**config.mk**
```make
export PLATFORM = sky130hd
export DESIGN_NAME = boot_loader
export DESIGN_NICKNAME = d
export VERILOG_FILES = /design/src/rtl/boot_loader.sv
export SDC_FILE = /design/constraint.sdc
export NUM_CORES = 1
export LEC_CHECK = 0
export CAP_MARGIN = 25
export CORE_ASPECT_RATIO = 0.9
export CORE_MARGIN = 4
export CORE_UTILIZATION = 50
export CTS_CLUSTER_SIZE = 14
export DETAILED_ROUTE_END_ITERATION = 8
export PLACE_DENSITY = 0.75
export SLEW_MARGIN = 0
export SYNTH_ARGS = -nofsm -noshare
export SYNTH_HDL_FRONTEND = slang
export SYNTH_SLANG_ARGS = --single-unit
```
**constraint.sdc**
```tcl
create_clock -name clk -period 7.5 [get_ports clk]
set_input_delay 1.5 -clock clk [delete_from_list [all_inputs] [get_ports clk]]
set_output_delay 1.5 -clock clk [all_outputs]
set_load 0.02 [all_outputs]
```
**src/rtl/boot_loader.sv**
```systemverilog
// Host byte-stream boot loader: parses load/run frames from the host, writes the
// assembled words into processor_top instruction/data memory, then releases the processor.
module boot_loader (
    input  logic        clk,
    input  logic        rst,
    input  logic        in_valid,
    input  logic [7:0]  in_data,
    output logic        in_ready,
    output logic [31:0] inst_data_in,
    output logic [31:0] inst_addr,
    output logic        inst_we,
    output logic [31:0] mem_data_in,
    output logic [31:0] mem_addr,
    output logic        mem_we,
    output logic        proc_rst,
    input  logic        done,
    output logic        run_done,
    output logic        err
);
    localparam logic [7:0] CMD_INST = 8'h01;
    localparam logic [7:0] CMD_DATA = 8'h02;
    localparam logic [7:0] CMD_RUN  = 8'h03;

    typedef enum logic [3:0] {
        IDLE, A_HI, A_LO, C_HI, C_LO, DATA, WRITE, RUN, HALT
    } state_t;

    state_t      state, state_nxt;
    logic        started;
    logic [7:0]  cmd;
    logic [15:0] addr;
    logic [15:0] count;
    logic [31:0] word_acc;
    logic [1:0]  byte_idx;
    logic [31:0] inst_data_q, mem_data_q;
    logic [15:0] inst_addr_q, mem_addr_q;
    logic        take;
    logic        writing;

    // started keeps in_ready low until the first clock edge after reset release.
    assign in_ready = started && (state != WRITE) && (state != RUN) && (state != HALT);
    assign take     = in_valid && in_ready;
    assign proc_rst = (state != RUN) && (state != HALT);
    assign writing  = (state == WRITE);
    assign inst_we  = writing && (cmd == CMD_INST);
    assign mem_we   = writing && (cmd == CMD_DATA);

    // The live word/address are shown during WRITE; the _q copies hold them afterwards.
    assign inst_data_in = inst_we ? word_acc : inst_data_q;
    assign inst_addr    = {16'h0000, (inst_we ? addr : inst_addr_q)};
    assign mem_data_in  = mem_we ? word_acc : mem_data_q;
    assign mem_addr     = {16'h0000, (mem_we ? addr : mem_addr_q)};

    always_ff @(posedge clk or negedge rst) begin
        if (!rst) begin
            state <= IDLE;
        end else begin
            state <= state_nxt;
        end
    end

    always_comb begin
        state_nxt = state;
        case (state)
            IDLE: begin
                if (take) begin
                    case (in_data)
                        CMD_INST, CMD_DATA: state_nxt = A_HI;
                        CMD_RUN:            state_nxt = RUN;
                        default:            state_nxt = IDLE;
                    endcase
                end
            end
            A_HI:  if (take) state_nxt = A_LO;
            A_LO:  if (take) state_nxt = C_HI;
            C_HI:  if (take) state_nxt = C_LO;
            C_LO: begin
                if (take) begin
                    state_nxt = ({count[15:8], in_data} != 16'h0000) ? DATA : IDLE;
                end
            end
            DATA:  if (take && (byte_idx == 2'd3)) state_nxt = WRITE;
            WRITE: state_nxt = (count == 16'd1) ? IDLE : DATA;
            RUN:   if (done) state_nxt = HALT;
            HALT:  state_nxt = HALT;
            default: state_nxt = IDLE;
        endcase
    end

    always_ff @(posedge clk or negedge rst) begin
        if (!rst) begin
            started     <= 1'b0;
            run_done    <= 1'b0;
            err         <= 1'b0;
            cmd         <= 8'h00;
            addr        <= 16'h0000;
            count       <= 16'h0000;
            word_acc    <= 32'h0000_0000;
            byte_idx    <= 2'd0;
            inst_data_q <= 32'h0000_0000;
            inst_addr_q <= 16'h0000;
            mem_data_q  <= 32'h0000_0000;
            mem_addr_q  <= 16'h0000;
        end else begin
            started <= 1'b1;
            case (state)
                IDLE: begin
                    if (take) begin
                        cmd      <= in_data;
                        byte_idx <= 2'd0;
                        if ((in_data != CMD_INST) && (in_data != CMD_DATA) && (in_data != CMD_RUN)) begin
                            err <= 1'b1;
                        end
                    end
                end
                A_HI: if (take) addr[15:8]  <= in_data;
                A_LO: if (take) addr[7:0]   <= in_data;
                C_HI: if (take) count[15:8] <= in_data;
                C_LO: if (take) count[7:0]  <= in_data;
                DATA: begin
                    if (take) begin
                        word_acc <= {word_acc[23:0], in_data};
                        byte_idx <= byte_idx + 2'd1;
                    end
                end
                WRITE: begin
                    if (inst_we) begin
                        inst_data_q <= word_acc;
                        inst_addr_q <= addr;
                    end
                    if (mem_we) begin
                        mem_data_q <= word_acc;
                        mem_addr_q <= addr;
                    end
                    addr  <= addr + 16'd1;
                    count <= count - 16'd1;
                end
                RUN: if (done) run_done <= 1'b1;
                default: ;
            endcase
        end
    end
endmodule

```
==> impl_metrics.toml <==
[outcome]
status = "complete, no violations"

[yosys]
synthArstFlopShare_pct = 100
synthAdderAreaFrac_pct = 0.538
synthTopCellsByArea = "dfrtp_1 (48%), mux2_2 (21%), mux2_4 (9.4%)"
synth_top_family_by_area = "multiplexers"
ys_warn_count = 0
ys_ff_latch = 177
synth_top_cell_by_area = "dfrtp_1"
synth_edf_count = 0
synth.most_common_cell = "dfrtp_1"
synth.distinct_cells = 63
yosysTopAreaCellShare_pct = 47.6
muxShareOfSynthArea_pct = 30.9
synth_area_mm2 = 0.00930
syn-instance-count = 732
synth-simple-area-share_pct = 8.34
avgSynthCellArea_um2 = 12.7
synth_xor_area_share_pct = 0.283
synthTopCellsByCount = "dfrtp_1 (177), mux2_2 (174), mux2_4 (58)"
synth_compound_area_share_pct = 6.66
synth_ff_type = "dfrtp_1"
seq_area_frac_synth_pct = 47.6

[finish]
diodes = 0
fin_nets = 840
n_fill_cell = 1469
drive_above_1_share_pct = 34.4
final_cells = 1082
area_growth_pct = 19.1

[setup_path]
arrival_ns = 4.29
startpoint = "state[1]$_DFFE_PN0P_"
cp.required_ns = 6.00
timing.rr.start = "state[1]$_DFFE_PN0P_"
criticalPathCategory = "flop to primary output"
crit_chain = "and4bb_1 > nand3_1 > or3b_4 > buf_4 > mux2_4 > clkdlybuf4s50_1"
slowest_stage = "and4bb_1"
end_kind = "primary output"
cp_max_fo = 54
r2r_end = "inst_data_q[15]$_DFFE_PN0P_"
reg2reg_depth = 5
crit_path_start_kind = "flop"
slowest_delay_ns = 0.77
worst-r2r-setup-slack_ns = 4.08

[routing]
post_drt_wl_per_cell_um = 18.2
drc = 0
first_pass_iters = 5
via_count = 6128
drt_iter0_drc = 436
ant_nets = 0
vias_per_cell = 5.66
wl_um = 19700

[floorplanning]
dieArea_mm2 = 0.0208
io_pins = 146
die_y_um = 137
rows = 47
core-area_mm2 = 0.0183
start_util_pct = 50.7
dieWidth_um = 152

[timing]
timing.final.crit_share_pct = 77.3
fin_crit_ns = 5.79
tightest_slew_ns = 0.948
slew_headroom_pct = 35.9
finClkSkew_ns = 0.0110
fin_tns_setup_ns = 0
fmax_mhz = 173
rsz0062_at_grt = "no"
finalSetupViolCount = 0
slew_violations = 0
hold_viol = 0

[cts]
root_buffer = "clkbuf_16"
clk_pin_slew_ns = 0.06
cts_buffers = 17
cts.repair.resized = 0
cts_buffer_depth = 2
post-cts-setup-buffers = 0
insertion_delay_ns = 0.43
cts_hold_buf = 0
cts_tree = "built"
htreeDepth = 4
clock_sinks = 177

[pwr]
p_per_area_mw_per_mm2 = 252
vdd_drop_max_mv = 0.202
cellLeakagePower_nw = 5.26

[placement]
place.port_buffers = 113
dp.cells = 1048
place.gp.congestion = 0.895
dp_hpwl_um = 13000

[global_routing]
grt_pass1_vias = 5897
antenna_found_initial = 0
grt_overflow_total = 0
grt_max_degree = 103
grtUsageTotal_pct = 19.2
grt_pass1_wl_um = 31300

[hold_path]
hold_start = "run_done$_DFFE_PN0P_"
holdPathEnd = "run_done$_DFFE_PN0P_"
holdPathStages = 1
min_path_type = "flop to flop"

[run]
drv_cap = 0
## routing by layer
metal  vias to the layer above  track usage (%)  wire (um)
met2                       194             29.8       9210
met5                         -                0          0
li1                       2836                -          -
met3                        20             3.98       1070
met1                      3078             27.6       9150
met4                         0             5.29        268
## logic make-up after synthesis
group / Yosys count
xor gates and xnor gates: 3
adders and majority gates: 4
other: 2
buffers and inverters: 84
muxes: 236
and+or+nand+nor: 145
DFF: 177
AOI/OAI and AO/OA: 81
## sequential cells by signal (all words and copies together), names as in the netlist
| signal | count |
|---|---|
| count | 16 |
| mem_addr_q | 16 |
| byte_idx | 2 |
| cmd | 8 |
| mem_data_q | 32 |
| inst_addr_q | 16 |
| word_acc | 32 |
| err | 1 |
| run_done | 1 |
| state | 4 |
| started | 1 |
| addr | 16 |
| inst_data_q | 32 |
## critical path: cells and delay by family, from the launching register on
family	cells	cell delay, ns
DFF	1	0.73
and+or+nand+nor	3	1.69
muxes	1	0.38
buffers and inverters	2	0.99
## stage by stage
stage | total power [mW] | area [um^2] | util (%) | hold WS, ns | worst slack (ns)
after global placement | 1.86 | 10400 | 56.7 | 0.471 | 2.22
after CTS | 2.80 | 11000 | 60.0 | 0.485 | 1.71
after floorplan | 1.70 | 9410 | - | 0.474 | 4.04
final | 2.79 | 11100 | 60.3 | 0.477 | 1.71
after detailed placement | 1.88 | 10400 | 56.7 | 0.457 | 2.17
after global routing | 2.94 | 11100 | 60.3 | 0.514 | 1.46
## worst max-delay path by stage
stage / depth (start not counted) / endpoint / slack, ns
2_1_floorplan: 8 / inst_data_in[10] / 4.04
3_3_place_gp: 6 / mem_data_in[15] / 2.22
3_5_place_dp: 6 / inst_data_in[15] / 2.17
4_1_cts: 6 / inst_data_in[15] / 1.71
5_1_grt: 6 / inst_data_in[7] / 1.46
6_report: 6 / inst_data_in[7] / 1.71
## report_power, final
part | internal (mW) | switching [mW]
logic | 0.267 | 0.289
clock network | 0.512 | 0.402
registers | 1.09 | 0.228
total | 1.87 | 0.919
## area by class of cell
type	instances	area [um^2]	area share, %
repair buffers	120	1220	11.1
multi-input cells	502	4480	40.4
inverters	6	22.5	0.203
well taps	245	307	2.77
clock inverters	14	173	1.56
flip-flops and latches	177	4430	40.0
clock buffers	18	439	3.97
## cells in the final DEF, fill, tap and decap left out, types with 6 or more instances in the layout
master           instances
dfrtp_1                177
a211oi_1                 7
o221a_2                  8
nand2_1                 27
a21oi_1                 13
nor3_1                  17
a311oi_1                 8
nor2_1                  31
inv_1                    6
conb_1                  33
mux2_4                  58
nor2b_1                  6
mux2_2                 174
nand3_1                 15
clkdlybuf4s50_1        112
clkbuf_16               17
nor4_1                   9
o21ai_0                  8
Power figures use the tool's default switching activity.
==> variant 1 (same settings) <==
Re-encode `state_t` (9 states) as one-hot, 9 bits wide.
--- a/src/rtl/boot_loader.sv
+++ b/src/rtl/boot_loader.sv
@@ -23,4 +23,4 @@
 
-    typedef enum logic [3:0] {
-        IDLE, A_HI, A_LO, C_HI, C_LO, DATA, WRITE, RUN, HALT
+    typedef enum logic [8:0] {
+        IDLE = 9'b000000001, A_HI = 9'b000000010, A_LO = 9'b000000100, C_HI = 9'b000001000, C_LO = 9'b000010000, DATA = 9'b000100000, WRITE = 9'b001000000, RUN = 9'b010000000, HALT = 9'b100000000
     } state_t;
Behaviour: same outputs for any inputs over 10 cycles, from zero or initial values and one cycle with rst low; not proved beyond that.
==> variant 1 against the original RTL <==
Cell area increased by 1.3%; first-iteration DRC count decreased by 8.3%; clock skew increased by 0.0028 ns; area after synthesis increased by 3.3%; sequential cell count increased by 5; non-clock buffer count decreased by 1; worst setup slack got worse by 0.31 ns; wire length increased by 4.2%; count of clock-buffer cells in the layout unchanged; via count increased by 2.5%; critical path type unchanged.
Power is not compared: it rests on default switching activity, and its combinational part moved more than twofold at a synthesized area within 25%.
==> variant 1: results (changes against the original RTL) <==
- Run status: completed (unchanged)
- Synth area leaders: dfrtp_1 47%, mux2_2 21%, mux2_4 4.5% (was dfrtp_1 48%, mux2_2 21%, mux2_4 9.4%)
- Routability Congestion: 0.867 (was 0.895)
- Commonest cells post-synth: 181 x dfrtp_1, 175 x mux2_2, 52 x nor2_1 (was 177 x dfrtp_1, 174 x mux2_2, 58 x mux2_4)
- Global Route Usage Sum: 0.194 (was 0.192)
- Crit-path slowest cell: and3b_4 (was and4bb_1)
- Final nets: 874 (was 840)
- Hold path start: err (was run_done)
- CP Max Fanout: 47 (was 54)
- Clk_skew: 0.0138 ns (was 0.0110 ns)
- Drt via density: 5.63 (was 5.66)
- Worst hold endpoint: err (was run_done)
- Top delay family on crit path: simple AND/OR/NAND/NOR gates (unchanged)
- VDD IR max: 161 uV
- M2 GR Usage: 0.289 (was 0.298)
- CTS Buf Count: 17 (unchanged)
- Flop pwr share: 0.496
- Final antenna diode count: 0 (unchanged)
- Largest net degree at the start of global routing: 115 (was 103)
- Fraction of layout cells with a size suffix above 1: 0.301 (was 0.344)
- Arrival time at the worst endpoint: 4.60 ns (was 4.29 ns)
- Worst r2r dst: inst_data_q[12] (was inst_data_q[15])
- Sequential share of the synthesized area: 0.475 (was 0.476)
- Net Sw Frac: 0.234
- Worst-skew pair later-pin latency: 0.43 ns (about the same)
- Post-synth ARST share: 1.00 (unchanged)
- Number of port buffers: 113 (unchanged)
- Clk pin slew, worst setup/hold paths: 0.07 ns
- First-pass GRT wire length: 33900 um (was 31300 um)
- First-pass DRT Iterations: 4 (was 5)
- M1 wire length: 9650 um (was 9150 um)
- Met3 Usage GRT: 0.0453 (was 0.0398)
- Post-synthesis xor/xnor area fraction: 0.00456 (was 0.00283)
- WHS: 0.485 ns (was 0.477 ns)
- Worst R2R Path Depth: 6 (was 5)
- Post-Synth Adder-Cell Area: 0.00521 (was 0.00538)
- Compound-Gate Fraction of Synth Area: 0.0850 (was 0.0666)
- Clock Tree Root: clkbuf_16 (unchanged)
- Met3 WL: 1200 um (was 1070 um)
- Worst-Margin Slew: 0.913 ns (was 0.948 ns)
- M1 GR Usage: 0.282 (was 0.276)
- CTS Buffer Depth: 2 (unchanged)
- DRT iter0 DRCs: 400 (was 436)
- Routed len/inst: 18.4 um (was 18.2 um)
- CP peak stage delay: 0.74 ns (was 0.77 ns)
- LEAKAGE: 0.00523 uW
- Reg2reg start: state[1] (unchanged)
- Top sig layer: met4 (unchanged)
- Synth unique cells: 61 (was 63)
- Post-DP HPWL: 13900 um (was 13000 um)
- Number of global-route vias before repair: 6302 (was 5897)
- Wire length on met2: 9340 um (was 9210 um)
- Top FF cell, synth: dfrtp_1 (unchanged)
- R2R Setup Slk: 3.74 ns (was 4.08 ns)
- Hold depth: 1 (unchanged)
- Warnings from Yosys: 0 (unchanged)
- Post-synthesis mux area share: 0.285 (was 0.309)
## variant 1: cell count changes in the layout (fill, tap and decap cells not counted), sizes merged, moves of 8 or more
cell,before,now
nand2,27,11
a311oi,8,0
a21oi,13,29
o21ai,8,17
a31oi,3,18
o221a,8,0
nor2,31,52
o22a,0,18
## variant 1: worst max-delay path by stage
| stage | slack [ns] | endpoint | startpoint | cells past startpoint |
|---|---|---|---|---|
| final | 1.40 | inst_data_in[28] | state[1] | 7 |
| after global routing | 1.10 | inst_data_in[28] | state[8] | 7 |
| after CTS | 1.35 | inst_data_in[28] | state[8] | 7 |
| after detailed placement | 1.83 | inst_data_in[28] | state[8] | 7 |
| after global placement | 1.90 | inst_data_in[28] | state[8] | 7 |
| after floorplan | 3.75 | inst_data_in[22] | state[1] | 9 |
## variant 1: stage by stage
step	setup WS, ns	instance area, um^2	util	cells
after floorplan	3.75	9720	-	805
after global placement	1.90	10600	0.569	1084
after detailed placement	1.83	10600	0.569	1084
after CTS	1.35	11200	0.601	1116
after global routing	1.10	11200	0.601	1116
final	1.40	11200	0.601	1116
## variant 1: kinds of logic (layout without fill, tap and decap cells)
family / Yosys count / count (layout)
muxes: 233 / 233
DFF: 182 / 182
and+or+nand+nor: 138 / 138
AOI/OAI and AO/OA: 120 / 120
buffers and inverters: 90 / 156
xor gates and xnor gates: 5 / 5
adders and majority gates: 4 / 4
other: 2 / 33
## variant 1: final cells by class
cell class / count / area (um^2)
clock buffer: 18 / 439
clock inverter: 14 / 174
fill: 1476 / 7430
inverter: 5 / 18.8
multi-input combinational: 533 / 4530
sequential: 182 / 4560
tap: 245 / 307
timing repair buffer: 119 / 1190
==> variant 2 (same settings) <==
Made on the original files. Make the reset (`rst`) synchronous in 2 clocked blocks.
--- a/src/rtl/boot_loader.sv
+++ b/src/rtl/boot_loader.sv
@@ -53,3 +53,3 @@
 
-    always_ff @(posedge clk or negedge rst) begin
+    always_ff @(posedge clk) begin
         if (!rst) begin
@@ -89,3 +89,3 @@
 
-    always_ff @(posedge clk or negedge rst) begin
+    always_ff @(posedge clk) begin
         if (!rst) begin
Formal check against the unedited RTL: differs if rst is asserted again (counterexample within 4 cycles, from zero or initial values and one cycle with rst low); with rst held inactive, the same outputs for 10 cycles.
==> variant 2 against the original RTL <==
Register-to-register slack improved by 0.45 ns; worst setup slack improved by 0.61 ns; count of clock-buffer cells in the layout did not move; wire length decreased by 9.0%; sequential cell count stayed put; cell area is 14% lower; area after synthesis shrank 16%.
Power is not compared: it rests on default switching activity, and its combinational part moved more than twofold at a synthesized area within 25%.
==> variant 2: results (changes against the original RTL) <==
- Post-synth ARST share: 0 (was 1.00)
- Worst R2R Path Depth: 6 (was 5)
- Slew headroom: 0.422 (was 0.359)
- Vias: 6038 (was 6128)
- Routed len/inst: 15.8 um (was 18.2 um)
- Setup crit end: mem_data_in[5] (was inst_data_in[7])
- Sequential share of the synthesized area: 0.455 (was 0.476)
- Synth area leaders: dfxtp_1 46%, and2_1 8.0%, mux2_2 6.7% (was dfrtp_1 48%, mux2_2 21%, mux2_4 9.4%)
- R2R Setup Slk: 4.53 ns (was 4.08 ns)
- Hold path start: cmd[6] (was run_done)
- Number of global-route vias before repair: 5396 (was 5897)
- Fraction of layout cells with a size suffix above 1: 0.119 (was 0.344)
- Met3 Usage GRT: 0.0538 (was 0.0398)
- Global Route Usage Sum: 0.200 (was 0.192)
- CP Max Fanout: 49 (was 54)
- Reg2reg start: state[1] (unchanged)
- Final antenna diode count: 0 (unchanged)
- LEAKAGE: 0.00374 uW
- Arrival time at the worst endpoint: 3.69 ns (was 4.29 ns)
- Routability Congestion: 0.896 (was 0.895)
- Synth unique cells: 52 (was 63)
- Crit-path slowest cell: dfxtp_1 (was and4bb_1)
- Filler Cell Count: 1274 (was 1469)
- Post-DP HPWL: 11700 um (was 13000 um)
- Final nets: 937 (was 840)
- CP peak stage delay: 0.66 ns (was 0.77 ns)
- First-pass GRT wire length: 28900 um (was 31300 um)
- M1 GR Usage: 0.289 (was 0.276)
- Run status: completed (unchanged)
- Commonest cells post-synth: 177 x dfxtp_1, 105 x nand2_1, 99 x and2_1 (was 177 x dfrtp_1, 174 x mux2_2, 58 x mux2_4)
- Largest net degree at the start of global routing: 105 (was 103)
- Worst r2r dst: mem_data_q[5] (was inst_data_q[15])
## variant 2: cell count changes after synthesis, sizes merged, moves of 5 or more
| cell | unedited run | this run |
|---|---|---|
| a21oi | 13 | 69 |
| and2 | 4 | 99 |
| buf | 61 | 46 |
| clkbuf | 17 | 44 |
| dfrtp | 177 | 0 |
| dfxtp | 0 | 177 |
| mux2 | 232 | 97 |
| nand2 | 27 | 105 |
| nand3 | 15 | 31 |
| nor2 | 31 | 38 |
| nor3 | 18 | 13 |
| o21ai | 8 | 16 |
| o221a | 8 | 0 |
## variant 2: worst min-delay path by stage
stage               endpoint  slack, ns  cells after the start
floorplan             cmd[2]       0.44                      2
global placement      cmd[6]       0.45                      2
detailed placement    cmd[7]       0.45                      2
CTS                   cmd[7]       0.46                      2
global route             err       0.48                      1
finish                cmd[6]       0.46                      2
## variant 2: logic make-up after synthesis
| family | count (synthesis) | share of synthesized area |
|---|---|---|
| mux | 99 | 0.152 |
| fa+ha+maj | 4 | 0.00643 |
| simple gates | 328 | 0.216 |
| flops | 177 | 0.455 |
| xor+xnor | 4 | 0.00450 |
| other cells | 1 | 0.000482 |
| buf+inv | 98 | 0.0675 |
| compound gates | 128 | 0.0986 |
## variant 2: through the flow
| stage | hold slack [ns] | setup slack, ns | util | cell area, um^2 | instances |
|---|---|---|---|---|---|
| finish | 0.456 | 2.31 | 0.633 | 9480 | 1132 |
| global route | 0.484 | 2.09 | 0.633 | 9480 | 1132 |
| CTS | 0.460 | 2.28 | 0.633 | 9480 | 1132 |
| detailed placement | 0.451 | 2.75 | 0.591 | 8850 | 1100 |
| global placement | 0.446 | 2.82 | 0.591 | 8850 | 1100 |
| floorplan | 0.436 | 4.13 | - | 7900 | 870 |
## variant 2: final cells by class
cell class                      count  area share
Tap cell                          198      0.0261
Timing Repair Buffer              122       0.126
Clock inverter                     14      0.0214
Sequential cell                   177       0.374
Clock buffer                       18      0.0453
Multi-Input combinational cell    595       0.404
Inverter                            8     0.00317
## variant 2: worst min-delay path, cell delays in order (launching register included)
cell,delay (ns)
dfxtp_1,0.31
nand2_1,0.05
a21oi_1,0.05
## variant 2: power groups by stage
stage / Clock (uW) / Combinational (uW) / Sequential, uW
floorplan: 0 / 47.6 / 966
global placement: 0 / 55.1 / 966
detailed placement: 0 / 55.0 / 966
CTS: 962 / 55.0 / 944
global route: 997 / 59.9 / 944
finish: 943 / 55.7 / 944
## variant 2: layer usage
layer	up-vias	part of all wire
met2	202	0.44
li1	2992	-
met3	26	0.068
met5	-	0
met1	2818	0.47
met4	0	0.014
